<file path="config.mk">
export PLATFORM = sky130hd
export DESIGN_NAME = bus_control_sync
export DESIGN_NICKNAME = d
export VERILOG_FILES = /design/src/rtl/bus_control_sync.sv
export SDC_FILE = /design/constraint.sdc
export NUM_CORES = 1
export LEC_CHECK = 0
export ABC_AREA = 1
export CAP_MARGIN = 0
export CORE_UTILIZATION = 55
export DETAILED_ROUTE_END_ITERATION = 6
export PLACE_DENSITY = 0.82
export SYNTH_ARGS = -nofsm -noshare
export SYNTH_HDL_FRONTEND = slang
export SYNTH_SLANG_ARGS = --single-unit
export TNS_END_PERCENT = 10
</file>
<file path="constraint.sdc">
create_clock -name clock -period 1.95 [get_ports clock]
set_input_delay 0.2925 -clock clock [delete_from_list [all_inputs] [get_ports clock]]
set_output_delay 0.2925 -clock clock [all_outputs]
set_load 0.05 [all_outputs]
</file>
<file path="src/rtl/bus_control_sync.sv">
// Synchronised 8259A bus decoder: strobe sync, trailing-edge write detect, ICW/OCW sequencing.
// Define BUS_CTRL_READ_SELECT_EN to add the registered read_register_select output.
module bus_control_sync #(
    parameter int unsigned DATA_WIDTH  = 8,
    parameter int unsigned SYNC_STAGES = 2
) (
    input  logic                  clock,
    input  logic                  reset_n,
    input  logic                  chip_select_n,
    input  logic                  read_enable_n,
    input  logic                  write_enable_n,
    input  logic                  A0,
    input  logic [DATA_WIDTH-1:0] data_bus_in,
    output logic [DATA_WIDTH-1:0] internal_data_bus,
    output logic                  write_icw1,
    output logic                  write_icw2,
    output logic                  write_icw3,
    output logic                  write_icw4,
    output logic                  write_ocw1,
    output logic                  write_ocw2,
    output logic                  write_ocw3,
    output logic                  init_done,
`ifdef BUS_CTRL_READ_SELECT_EN
    output logic [1:0]            read_register_select,
`endif
    output logic                  read
);

    localparam int unsigned BW = DATA_WIDTH + 4;
    localparam logic [BW-1:0] BusIdle = {3'b111, 1'b0, {DATA_WIDTH{1'b0}}};

    localparam logic [6:0] StbNone = 7'b0000000;
    localparam logic [6:0] StbIcw1 = 7'b0000001;
    localparam logic [6:0] StbIcw2 = 7'b0000010;
    localparam logic [6:0] StbIcw3 = 7'b0000100;
    localparam logic [6:0] StbIcw4 = 7'b0001000;
    localparam logic [6:0] StbOcw1 = 7'b0010000;
    localparam logic [6:0] StbOcw2 = 7'b0100000;
    localparam logic [6:0] StbOcw3 = 7'b1000000;

    typedef enum logic [2:0] {
        StUninit, StWaitIcw2, StWaitIcw3, StWaitIcw4, StReady
    } state_e;

    logic [BW-1:0] bus_raw, bus_s;
    assign bus_raw = {chip_select_n, read_enable_n, write_enable_n, A0, data_bus_in};

    // All bus lines share one chain so data and A0 stay aligned with the strobes.
    if (SYNC_STAGES == 0) begin : g_nosync
        assign bus_s = bus_raw;
    end else begin : g_sync
        logic [BW-1:0] sync_q [SYNC_STAGES];
        always_ff @(posedge clock or negedge reset_n) begin
            if (!reset_n) begin
                for (int i = 0; i < SYNC_STAGES; i++) sync_q[i] <= BusIdle;
            end else begin
                sync_q[0] <= bus_raw;
                for (int i = 1; i < SYNC_STAGES; i++) sync_q[i] <= sync_q[i-1];
            end
        end
        assign bus_s = sync_q[SYNC_STAGES-1];
    end

    logic                  cs_n_s, rd_n_s, wr_n_s, a0_s;
    logic [DATA_WIDTH-1:0] data_s;
    assign cs_n_s = bus_s[DATA_WIDTH+3];
    assign rd_n_s = bus_s[DATA_WIDTH+2];
    assign wr_n_s = bus_s[DATA_WIDTH+1];
    assign a0_s   = bus_s[DATA_WIDTH];
    assign data_s = bus_s[DATA_WIDTH-1:0];

    state_e                state_q, state_d;
    logic [6:0]            strobe_q, strobe_d;
    logic                  sngl_q, sngl_d, ic4_q, ic4_d;
    logic                  wr_active, wr_active_q, wr_done;
    logic                  hold_a0_q, hold_a0_d;
    logic [DATA_WIDTH-1:0] hold_data_q, hold_data_d, data_q, data_d;
    logic                  read_q, read_d;

    assign wr_active = ~cs_n_s & ~wr_n_s;
    assign wr_done   = wr_active_q & ~wr_active;
    assign read_d    = ~cs_n_s & ~rd_n_s & wr_n_s;

    always_comb begin
        hold_a0_d   = hold_a0_q;
        hold_data_d = hold_data_q;
        data_d      = data_q;
        if (wr_active) begin
            hold_a0_d   = a0_s;
            hold_data_d = data_s;
        end
        if (wr_done) data_d = hold_data_q;
    end

    always_comb begin
        state_d  = state_q;
        strobe_d = StbNone;
        sngl_d   = sngl_q;
        ic4_d    = ic4_q;
        if (wr_done) begin
            if (!hold_a0_q && hold_data_q[4]) begin
                strobe_d = StbIcw1;
                sngl_d   = hold_data_q[1];
                ic4_d    = hold_data_q[0];
                state_d  = StWaitIcw2;
            end else if (hold_a0_q) begin
                case (state_q)
                    StWaitIcw2: begin
                        strobe_d = StbIcw2;
                        state_d  = !sngl_q ? StWaitIcw3 : (ic4_q ? StWaitIcw4 : StReady);
                    end
                    StWaitIcw3: begin
                        strobe_d = StbIcw3;
                        state_d  = ic4_q ? StWaitIcw4 : StReady;
                    end
                    StWaitIcw4: begin
                        strobe_d = StbIcw4;
                        state_d  = StReady;
                    end
                    StReady: strobe_d = StbOcw1;
                    default: ;
                endcase
            end else if (state_q == StReady) begin
                strobe_d = hold_data_q[3] ? StbOcw3 : StbOcw2;
            end
        end
    end

    always_ff @(posedge clock or negedge reset_n) begin
        if (!reset_n) begin
            state_q     <= StUninit;
            strobe_q    <= StbNone;
            sngl_q      <= 1'b0;
            ic4_q       <= 1'b0;
            wr_active_q <= 1'b0;
            hold_a0_q   <= 1'b0;
            hold_data_q <= '0;
            data_q      <= '0;
            read_q      <= 1'b0;
        end else begin
            state_q     <= state_d;
            strobe_q    <= strobe_d;
            sngl_q      <= sngl_d;
            ic4_q       <= ic4_d;
            wr_active_q <= wr_active;
            hold_a0_q   <= hold_a0_d;
            hold_data_q <= hold_data_d;
            data_q      <= data_d;
            read_q      <= read_d;
        end
    end

`ifdef BUS_CTRL_READ_SELECT_EN
    logic       ris_q, ris_d;
    logic [1:0] rrs_q, rrs_d;

    always_comb begin
        ris_d = ris_q;
        if (strobe_d == StbIcw1) ris_d = 1'b0;
        else if (strobe_d == StbOcw3 && hold_data_q[1]) ris_d = hold_data_q[0];
        rrs_d = 2'b00;
        if (read_d) rrs_d = a0_s ? 2'b11 : (ris_q ? 2'b10 : 2'b01);
    end

    always_ff @(posedge clock or negedge reset_n) begin
        if (!reset_n) begin
            ris_q <= 1'b0;
            rrs_q <= 2'b00;
        end else begin
            ris_q <= ris_d;
            rrs_q <= rrs_d;
        end
    end

    assign read_register_select = rrs_q;
`endif

    assign internal_data_bus = data_q;
    assign write_icw1        = strobe_q[0];
    assign write_icw2        = strobe_q[1];
    assign write_icw3        = strobe_q[2];
    assign write_icw4        = strobe_q[3];
    assign write_ocw1        = strobe_q[4];
    assign write_ocw2        = strobe_q[5];
    assign write_ocw3        = strobe_q[6];
    assign init_done         = (state_q == StReady);
    assign read              = read_q;

endmodule

</file>
Yosys cells after proc, flatten, opt, wreduce, memory -nomap -nowiden

Cells that the tools add are included.

Bits in registers: 55
Bits of input ports: 14
Output and inout bits: 17
Logic and storage cells: 40

Equal/unequal tests: 4
Mux-type cells: 11
Bitwise logic cells: 8
Reductions and logical operators: 6

Operators by type and width:

| kind               | number |
|---|---|
| $mux 7             | 5 |
| $pmux 5 s4         | 1 |
| $mux 3             | 4 |
| $pmux 3 s3         | 1 |
| $eq 3x2->1 const B | 2 |
| $and 1x1->1        | 4 |
| $not 1->1          | 4 |
| $reduce_bool 4->1  | 1 |
| $eq 3x1->1 const B | 1 |
| $eq 3x3->1 const B | 1 |
| $reduce_and 3->1   | 1 |
| $reduce_and 2->1   | 1 |
| $reduce_bool 2->1  | 1 |
| $logic_and 1x1->1  | 1 |
| $logic_not 1->1    | 1 |

Longest topological paths before layout

Gate-level depths: netlist (run 1).

Depth in word-level cells: 5
Mapped depth: 7
Gate-level depth less buffers: 7

Worst setup path before layout (run 1)

OpenSTA, ideal clock, no wires.

Kind: register to register
Start point: reg state_q[0]
End point: reg strobe_q[5]
Library setup time: 0.082 ns
Arrival: 1.454 ns
Required time: 1.868 ns
Path slack: 0.414 ns
Cell stages (with the launch flop): 4
Buffers on the path: 0
Cells stage by stage: dfrtp_1 nor3_2 nand2_1 nor3_2

Cells in the longest elaborated chain, start to end: 5

RTL lines:

| what                   | line | source |
|---|---|---|
| start, declared        | 72   | `state_e state_q, state_d;` |
| start signal, assigned | 131  | `state_q <= StUninit;` |
| start signal, assigned | 141  | `state_q <= state_d;` |
| $eq 3x3->1             | -    |  |
| named net init_done    | 22   | `output logic init_done,` |
| $mux 7                 | 123  | `end else if (state_q == StReady) begin` |
| $mux 7                 | 106  | `end else if (hold_a0_q) begin` |
| $mux 7                 | 101  | `if (!hold_a0_q && hold_data_q[4]) begin` |
| $mux 7                 | 100  | `if (wr_done) begin` |
| named net strobe_d[5]  | 73   | `logic [6:0] strobe_q, strobe_d;` |
| end signal, assigned   | 132  | `strobe_q <= StbNone;` |
| end signal, assigned   | 142  | `strobe_q <= strobe_d;` |
| end, declared          | 73   |  |

The timed path passes the listed nets, and every way through them passes these cells.
A chain may end at the register's enable or synchronous reset.

Final worst setup path (run 1)

Start point: reg data_q[3], in the netlist internal_data_bus[3]
End point: out internal_data_bus[3]

RTL lines:

| what                   | line | source |
|---|---|---|
| start, declared        | 77   | `logic [DATA_WIDTH-1:0] hold_data_q, hold_data_d, data_q, data_d;` |
| start signal, assigned | 148  | `data_q <= data_d;` |
| end, declared          | 14   | `output logic [DATA_WIDTH-1:0] internal_data_bus,` |

No word-level cell between the ends.

==> metrics.txt, run 1 <==
Final Instance Area between 2000 and 2500 um2; Worst Skew 9.579 ps; Crit-path slowest cell clkdlybuf4s50_1; CTS tree done; cell with the most instances after synthesis dfrtp_1; placed cell areas ~2200 um2; clk root buf clkbuf_4; EDFF count, synth 0; Die Width around 60 um; worst hold path type in2reg; synth top area cells dfrtp_1 65%, nand2_1 9.6%, dfstp_2 8.4%; Non-Filler Instances roughly 250; Slew HR 58.24%; Syn Area/Cell between 10 and 15 um2; Initial DRC Count 37; Core Box Area about 3200 um2; post-synthesis cell area roughly 1900 um2; TNS Setup 0 ps; post-layout min period 1844 ps; final setup violation count 0; crit path DAT roughly 1600 ps; count of cell types in the netlist 18; overall routed net length between 2 and 3 mm; kind of critical path reg2out; fill count between 200 and 250; port bufs 30; clock sink count 55; RSZ-0062 raised after global routing false; achievable clock frequency roughly 0.54 GHz; # H-tree levels 2; required time at the worst-slack endpoint 1660 ps; sequential area share after synthesis roughly three quarters; die area roughly 3600 um2; Main synth FF type dfrtp_1; #FFs+latches synth 55; vias in the first global route around 1,000; utilization after layout 73.49%; FFs w/ async S/R, synth between 90% and 100%; hpwl dp between 1.5 and 2 mm; largest net degree at the start of global routing 30; area share of the largest cell type after synthesis 65.33%; clk buf depth 2; CTS-repair resized insts 0; Pwr Density roughly 1100 nW/um2; critical path's top delay family buffers and inverters; final hold vios 0; grt total ovfl 0; fraction of layout cells with a size suffix above 1 between 10% and 20%; All-Layer GR Usage approximately 17%; hold path depth 1; Inserted Diodes 0; clock latency on the worst-skew pair between 300 and 400 ps; gp weighted congestion roughly 0.76; First-pass DRT Iterations 4; Final nets around 220; DRT antenna net count 0; largest area contributor in the netlist dfrtp_1; status complete, no violations; initial antenna violation count 0; setup repair bufs after CTS 0; first-pass GRT wire length between 4 and 5 mm; chip height between 60 and 70 um; Mapped Nets about 180; cells after synthesis 164; Num CTS Buffers 5; Worst Setup End Kind output port; drt via density roughly 4.7; number of cells on the critical path 1; # IOs 31; total number of vias around 1,100; Slew @ Worst Pin 626.3 ps; starting density of the core just under 60%; area delta synth->final 23.47%; num rows 20; YS warnings 0; Clock transition at path regs ~140 ps; worst-path cell chain clkdlybuf4s50_1; Max-cap violations 0; period utilization a little over nine tenths; Worst Path Max Fanout 2; Worst setup SP type register; DR WL/cell roughly 11 um; Max Slew Vio Count 0; R2R cell count 7; Inst Count DP ~240; worst vdd ir 670.9 uV; leakage between 1 and 1.5 nW; Worst path max stage delay about 810 ps; DRC viols 0; Commonest cells post-synth 49 x dfrtp_1, 48 x nand2_1, 18 x inv_1, 9 x o21ai_0, 9 x o21ai_1; worst path bufs/invs 1
cell type report:
class                      count  area, um2  area share (%)
clock buffer                   6      41.29           1.782
clock inverter                 2      37.54           1.620
inverter                      20      75.07           3.240
multi-input combinational     87      401.6           17.33
sequential                    55       1384           59.72
tap                           44      55.05           2.376
timing repair buffer          32      322.8           13.93
flip-flops by register name, summed over array words and instances, names as in the netlist:
signal and count:
hold_data_q 8, bus_s 12, state_q 3, internal_data_bus 8, sngl_q 1, strobe_q 7, hold_a0_q 1, wr_active_q 1
ic4_q 1, read 1, g_sync.sync_q 12
kinds of logic (layout without fill, tap and decap cells):
logic type             count (synthesis)  after routing  synth area share (%)
AOI/OAI and AO/OA                     18             18                 4.800
and+or+nand+nor                       69             69                 16.60
buffers and inverters                 22             60                 4.866
DFF                                   55             55                 73.73
layout by cell type, fill, tap and decap left out, types with 2 or more instances in the layout:
| cell type | Yosys | layout |
|---|---|---|
| dfstp_2 | 6 | 6 |
| o21ai_0 | 9 | 9 |
| nor3_2 | 2 | 2 |
| nor3_1 | 4 | 4 |
| inv_2 | 2 | 2 |
| inv_1 | 18 | 18 |
| nor2_1 | 8 | 8 |
| o21ai_1 | 9 | 9 |
| clkdlybuf4s50_1 | 0 | 28 |
| clkbuf_4 | 0 | 5 |
| dfrtp_1 | 49 | 49 |
| nand2_4 | 2 | 2 |
| nand2_1 | 48 | 48 |
layer usage:
metal / part of all wire (%) / vias to the layer above / GRT usage (%) / wire (um)
met3: 4.7 / 4 / 6.397 / 123
met5: 0 / - / 0 / 0
li1: - / 580 / - / -
met4: 0.85 / 0 / 6.818 / 22
met1: 41 / 528 / 19.70 / 1070
met2: 53 / 34 / 29.98 / 1383
per-stage QoR:
step | worst slack (ps) | hold slack, ps | power (mW)
6_report | 106.3 | 319.0 | 2.458
4_1_cts | 91.12 | 311.7 | 2.478
3_5_place_dp | 503.6 | 335.5 | 1.899
2_1_floorplan | 413.6 | -3.091 | 1.711
3_3_place_gp | 531.8 | 333.3 | 1.877
5_1_grt | 38.62 | 273.7 | 2.601
final timing paths:
check,startpoint,end,slack [ps]
hold / removal,chip_select_n,g_sync.sync_q[23]$_DFF_PN1_,320
min in group asynchronous,reset_n,state_q[2]$_DFFE_PN0P_,470
max in group asynchronous,reset_n,bus_s[10]$_DFF_PN1_,850
setup / recovery,internal_data_bus[3]$_DFFE_PN0P_,internal_data_bus[3],110
hold reg to reg,g_sync.sync_q[15]$_DFF_PN0_,bus_s[3]$_DFF_PN0_,360
setup reg to reg,bus_s[9]$_DFF_PN1_,state_q[0]$_DFFE_PN0P_,650
worst reg2reg max path: stages (launching register included):
cell and delay (ps):
dfstp_2 590, inv_2 60, nand2_4 90, nand2_4 130, nor2_1 120, nand2_1 100
nand2_1 70, nand2_1 60
what timing repair did:
action	CTS	global route
hold endpoints to repair	28	0
setup endpoints to repair	0	0
hold buffers	1	0
power by group:
group	total, mW	internal [mW]	switching [mW]	leakage, nW
sequential	1.35	1.26	0.0817	0.676
clock	0.586	0.271	0.315	0.0385
combinational	0.526	0.179	0.347	0.388
(Power assumes the default switching activity.)
==> run 2, diff against run 1 <==
--- a/config.mk
+++ b/config.mk
@@ -10,6 +10,7 @@
 export CORE_UTILIZATION = 55
 export DETAILED_ROUTE_END_ITERATION = 6
 export PLACE_DENSITY = 0.82
+export RECOVER_POWER = 50
 export SYNTH_ARGS = -nofsm -noshare
 export SYNTH_HDL_FRONTEND = slang
 export SYNTH_SLANG_ARGS = --single-unit
==> metrics.txt, run 2 (same netlist as run 1, synthesis figures left out) <==
Worst R2R Setup Slack 300 ps (-350 ps); leakage 1.104 nW (about the same); initial antenna violation count 0 (unchanged); num rows 20 (unchanged); crit path DAT 1550 ps (about the same); All-Layer GR Usage 17.36% (unchanged); area delta synth->final 22.80%; fraction of layout cells with a size suffix above 1 10.40% (-2.0 points); required time at the worst-slack endpoint 1660 ps (about the same); worst hold path type reg2reg; CTS tree done; area occupied by multi-input gates 389.1 um2 (-3.1%); commonest non-fill, non-tap cell in the layout dfrtp_1; hold path depth 0 (-1); achievable clock frequency 0.5422 GHz (about the same); Fin Hold WS 364.1 ps (+45.12 ps); DRC viols 0 (unchanged); First-pass DRT Iterations 4 (unchanged); total number of vias 1,147 (+0.087%); period utilization 94.58% (about the same); fill count 237 (unchanged); clock sink count 55 (unchanged); Worst Skew 7.232 ps (-2.347 ps); Slew HR 34.44% (-24 points); die area 3650 um2 (unchanged); Pwr Density 1063 nW/um2 (+0.26%); largest net degree at the start of global routing 30 (unchanged); status complete, no violations; utilization after layout 73.10% (-0.40 points); Slew @ Worst Pin 979.8 ps (+353.5 ps); # IOs 31 (unchanged); drt via density 4.663 (about the same); worst vdd ir 669.1 uV (-0.26%); Clock transition at path regs 140 ps (about the same); number of cells on the critical path 1 (unchanged); Crit-path slowest cell clkdlybuf4s50_1; starting density of the core 59.52% (unchanged); critical path's top delay family buffers and inverters; grt total ovfl 0 (unchanged); Worst path max stage delay 810 ps (about the same); overall routed net length 2.601 mm (about the same); Worst setup SP type register; DRT antenna net count 0 (unchanged); final hold vios 0 (unchanged); highest-count cells in the layout ignoring fill and taps 49 x dfrtp_1, 48 x nand2_1, 18 x inv_1, 16 x clkdlybuf4s50_1, 13 x dlygate4sd3_1; Final nets 215 (unchanged); final setup violation count 0 (unchanged); vias in the first global route 1,041 (unchanged); Inserted Diodes 0 (unchanged); Max Slew Vio Count 0 (unchanged); Initial DRC Count 36 (-2.7%); Die Width 60.42 um (unchanged); kind of critical path reg2out; PnR Total Power 2.451 mW (-0.28%); Num CTS Buffers 5 (unchanged); Reg area 1384 um2 (unchanged); first-pass GRT wire length 4.347 mm (unchanged); worst path bufs/invs 1 (unchanged); post-layout min period 1844 ps (+0.5670 ps); TNS Setup 0 ps (unchanged); # H-tree levels 2 (unchanged); RSZ-0062 raised after global routing false; R2R cell count 5 (-2); clk root buf clkbuf_4; CTS Hold Bufs 1 (unchanged); clock latency on the worst-skew pair 360 ps (about the same); clk buf depth 2 (unchanged); Worst Setup End Kind output port; Max-cap violations 0 (unchanged); gp weighted congestion 0.7564 (unchanged); Worst Path Max Fanout 2 (unchanged); chip height 60.42 um (unchanged); worst-path cell chain clkdlybuf4s50_1; hpwl dp 1.912 mm (unchanged); port bufs 30 (unchanged); Core Box Area 3153 um2 (unchanged); CTS-repair resized insts 0 (unchanged); setup repair bufs after CTS 0 (unchanged); DR WL/cell 10.57 um (about the same)
run 2: layer usage:
metal  GRT usage, %  vias to the layer above  share of wire [%]
met2          29.98                       34                 53
met1          19.70                      530                 41
li1               -                      579                  -
met3          6.397                        4                4.7
met5              0                        -                  0
met4          6.818                        0               0.85
run 2: per-stage QoR:
| step | setup slack (ps) | cells | instance area, um2 |
|---|---|---|---|
| 2_1_floorplan | 413.6 | 164 | 1877 |
| 3_3_place_gp | 531.8 | 237 | 2228 |
| 3_5_place_dp | 503.6 | 237 | 2228 |
| 4_1_cts | 91.12 | 246 | 2317 |
| 5_1_grt | 22.37 | 246 | 2305 |
| 6_report | 105.7 | 246 | 2305 |
run 2: area by class of cell:
| class | instances | area share (%) |
|---|---|---|
| multi-input combinational | 87 | 16.88 |
| sequential | 55 | 60.04 |
| clock inverter | 2 | 1.629 |
| timing repair buffer | 32 | 14.01 |
| tap | 44 | 2.389 |
| inverter | 20 | 3.257 |
| clock buffer | 6 | 1.792 |
run 2: path summary, 6_finish.rpt:
check	to	startpoint
max in group asynchronous	bus_s[10]$_DFF_PN1_	reset_n
setup reg to reg	ic4_q$_DFFE_PN0P_	bus_s[11]$_DFF_PN1_
hold / removal	bus_s[3]$_DFF_PN0_	g_sync.sync_q[15]$_DFF_PN0_
hold reg to reg	bus_s[3]$_DFF_PN0_	g_sync.sync_q[15]$_DFF_PN0_
min in group asynchronous	state_q[2]$_DFFE_PN0P_	reset_n
setup / recovery	internal_data_bus[3]	internal_data_bus[3]$_DFFE_PN0P_
run 2: report_power, final:
group	internal (mW)	total, mW	switching, mW
Clock	0.271	0.587	0.316
Combinational	0.173	0.520	0.347
Sequential	1.26	1.34	0.0800
==> run 3, diff against run 2 <==
--- a/config.mk
+++ b/config.mk
@@ -7,9 +7,9 @@
 export LEC_CHECK = 0
 export ABC_AREA = 1
 export CAP_MARGIN = 0
-export CORE_UTILIZATION = 55
+export CORE_UTILIZATION = 51
 export DETAILED_ROUTE_END_ITERATION = 6
-export PLACE_DENSITY = 0.82
+export PLACE_DENSITY = 0.77
 export RECOVER_POWER = 50
 export SYNTH_ARGS = -nofsm -noshare
 export SYNTH_HDL_FRONTEND = slang
==> constraint.sdc (replaced) <==
create_clock -name clock -period 1.7 [get_ports clock]
set_input_delay 0.255 -clock clock [delete_from_list [all_inputs] [get_ports clock]]
set_output_delay 0.255 -clock clock [all_outputs]
set_load 0.05 [all_outputs]
==> metrics.txt, run 3 (same netlist as run 1, synthesis figures left out) <==
DRT antenna net count 0 (unchanged); # H-tree levels 2 (unchanged); power share of the clock group 23.5% (-0.5 points); Clock transition at path regs 90 ps (-50 ps); final hold vios 0 (unchanged); num rows 21 (+5.0%); starting density of the core 54.53% (-5.0 points); Worst Setup End Kind output port; Inserted Diodes 0 (unchanged); Internal Power 1.939 mW (+14%); clk buf depth 2 (unchanged); chip height 62.67 um (+3.7%); TNS Setup 0 ps (unchanged); required time at the worst-slack endpoint 1440 ps (-220 ps); DRC viols 0 (unchanged); die area 3927 um2 (+7.6%); final setup violation count 0 (unchanged); initial antenna violation count 0 (unchanged); First-pass DRT Iterations 4 (unchanged); Worst Path Max Fanout 7 (+5); period utilization between 90 and 100%; hpwl dp 2.009 mm (+5.1%); overall routed net length 2.786 mm (+7.1%); Die Width 62.67 um (+3.7%); Worst setup SP type register; clock latency on the worst-skew pair 300 ps (-60 ps); Crit-path slowest cell dfrtp_1; RSZ-0062 raised after global routing false; total number of vias 1,175 (+2.4%); achievable clock frequency between 0.6 and 0.7 GHz; Worst Skew 8.477 ps (+1.244 ps); Core Box Area 3442 um2 (+9.2%); sequential power share 54.8% (about the same); Max Slew Vio Count 0 (unchanged); Pwr Density 1232 nW/um2 (+16%); Slew HR 66.77% (+32 points); DR WL/cell 11.23 um (+6.2%); All-Layer GR Usage 16.65% (-0.72 points); Num CTS Buffers 5 (unchanged); worst hold path type reg2reg; first-pass GRT wire length 4.850 mm (+12%); area delta synth->final 22.27%; worst-path cell chain nor3_2 -> buf_12; # IOs 31 (unchanged); fraction of layout cells with a size suffix above 1 16.83% (+6.4 points); gp weighted congestion 0.7632 (+0.90%); Slew @ Worst Pin 497.6 ps (-482.2 ps); sw frac 31.37% (+1.0 points); port bufs 30 (unchanged); Worst path max stage delay 470 ps (-340 ps); CTS tree done; setup repair bufs after CTS 0 (unchanged); grt total ovfl 0 (unchanged); kind of critical path reg2out; post-layout min period ~1500 ps; clk root buf clkbuf_8; worst vdd ir 764.0 uV (+14%); commonest non-fill, non-tap cell in the layout dfrtp_1; utilization after layout 66.67% (-6.4 points); clock sink count 55 (unchanged); largest net degree at the start of global routing 35 (+17%); highest-count cells in the layout ignoring fill and taps 49 x dfrtp_1, 48 x nand2_1, 18 x inv_1, 13 x dlygate4sd3_1, 12 x buf_4; vias in the first global route 1,157 (+11%); Max-cap violations 0 (unchanged); Final nets 215 (unchanged); status complete, no violations; leakage 1.173 nW (+6.2%); Initial DRC Count 56 (+56%); drt via density 4.738 (+1.6%); Net Switching 0.8865 mW (+19%); logic gate share of total power 21.7% (+0.5 points); crit path DAT 1290 ps (-260 ps)
-- run 3: cell count changes in the layout (fill, tap and decap cells not counted), moves of 2 or more --
| cell | delta |
|---|---|
| buf_4 | +11 |
| clkdlybuf4s50_1 | -16 |
| clkbuf_8 | +5 |
| dlygate4sd2_1 | +2 |
| clkbuf_4 | -4 |
| dlymetal6s2s_1 | +2 |
-- run 3: repair_timing --
action / CTS / global route
endpoints found under the hold margin: 15 / 0
resized for setup: 2 / 2
pin swaps: 0 / 0
endpoints found under the setup margin: 2 / 2
hold buffers: 1 / 0
-- run 3: worst paths after layout --
kind                                                     to  slack [ps]                         from  cells after the start
max                                               init_done         150       state_q[0]$_DFFE_PN0P_                      2
min                                      bus_s[3]$_DFF_PN0_         340  g_sync.sync_q[15]$_DFF_PN0_                      0
max reg2reg                          state_q[1]$_DFFE_PN0P_         340           bus_s[9]$_DFF_PN1_                      7
min reg2reg                              bus_s[3]$_DFF_PN0_         340  g_sync.sync_q[15]$_DFF_PN0_                      0
max in group asynchronous       g_sync.sync_q[15]$_DFF_PN0_         430                      reset_n                      3
min in group asynchronous  internal_data_bus[5]$_DFFE_PN0P_         430                      reset_n                      2
-- run 3: cell type report --
type	instances	area, um2
Tap cell	46	57.56
Clock inverter	1	5.005
Fill cell	279	1147
Timing Repair Buffer	32	295.3
Clock buffer	7	76.32
Sequential cell	55	1384
Multi-Input combinational cell	87	401.6
Inverter	20	75.07
-- run 3: per-layer routing --
metal / global-route usage [%] / up-vias / share of wire, %
li1: - / 577 / -
met1: 18.31 / 562 / 42
met2: 28.13 / 29 / 51
met3: 6.204 / 7 / 4.6
met4: 8.430 / 0 / 2.3
met5: 0 / - / 0
-- run 3: power groups by stage --
stage	registers (mW)	clock network, mW	logic (mW)
6_report	1.55	0.664	0.614
5_1_grt	1.57	0.727	0.666
4_1_cts	1.55	0.687	0.624
3_5_place_dp	1.57	0	0.620
3_3_place_gp	1.56	0	0.596
2_1_floorplan	1.69	0	0.269
-- run 3: stage by stage --
stage	hold WS, ps	std cells	instance area [um2]	power (mW)	worst slack (ps)
after floorplan	-40.59	164	1877	1.963	163.6
after global placement	232.0	239	2213	2.161	356.8
after detailed placement	246.5	239	2213	2.194	337.5
after CTS	339.6	248	2302	2.859	5.053
after global routing	354.6	248	2295	2.960	101.1
final	344.9	248	2295	2.826	154.2
-- run 3: worst max-delay path, delay by kind of cell (launching register included) --
family,cells,cell delay (ps)
flip-flops,1,470
AND/OR/NAND/NOR,1,340
buffers and inverters,1,180
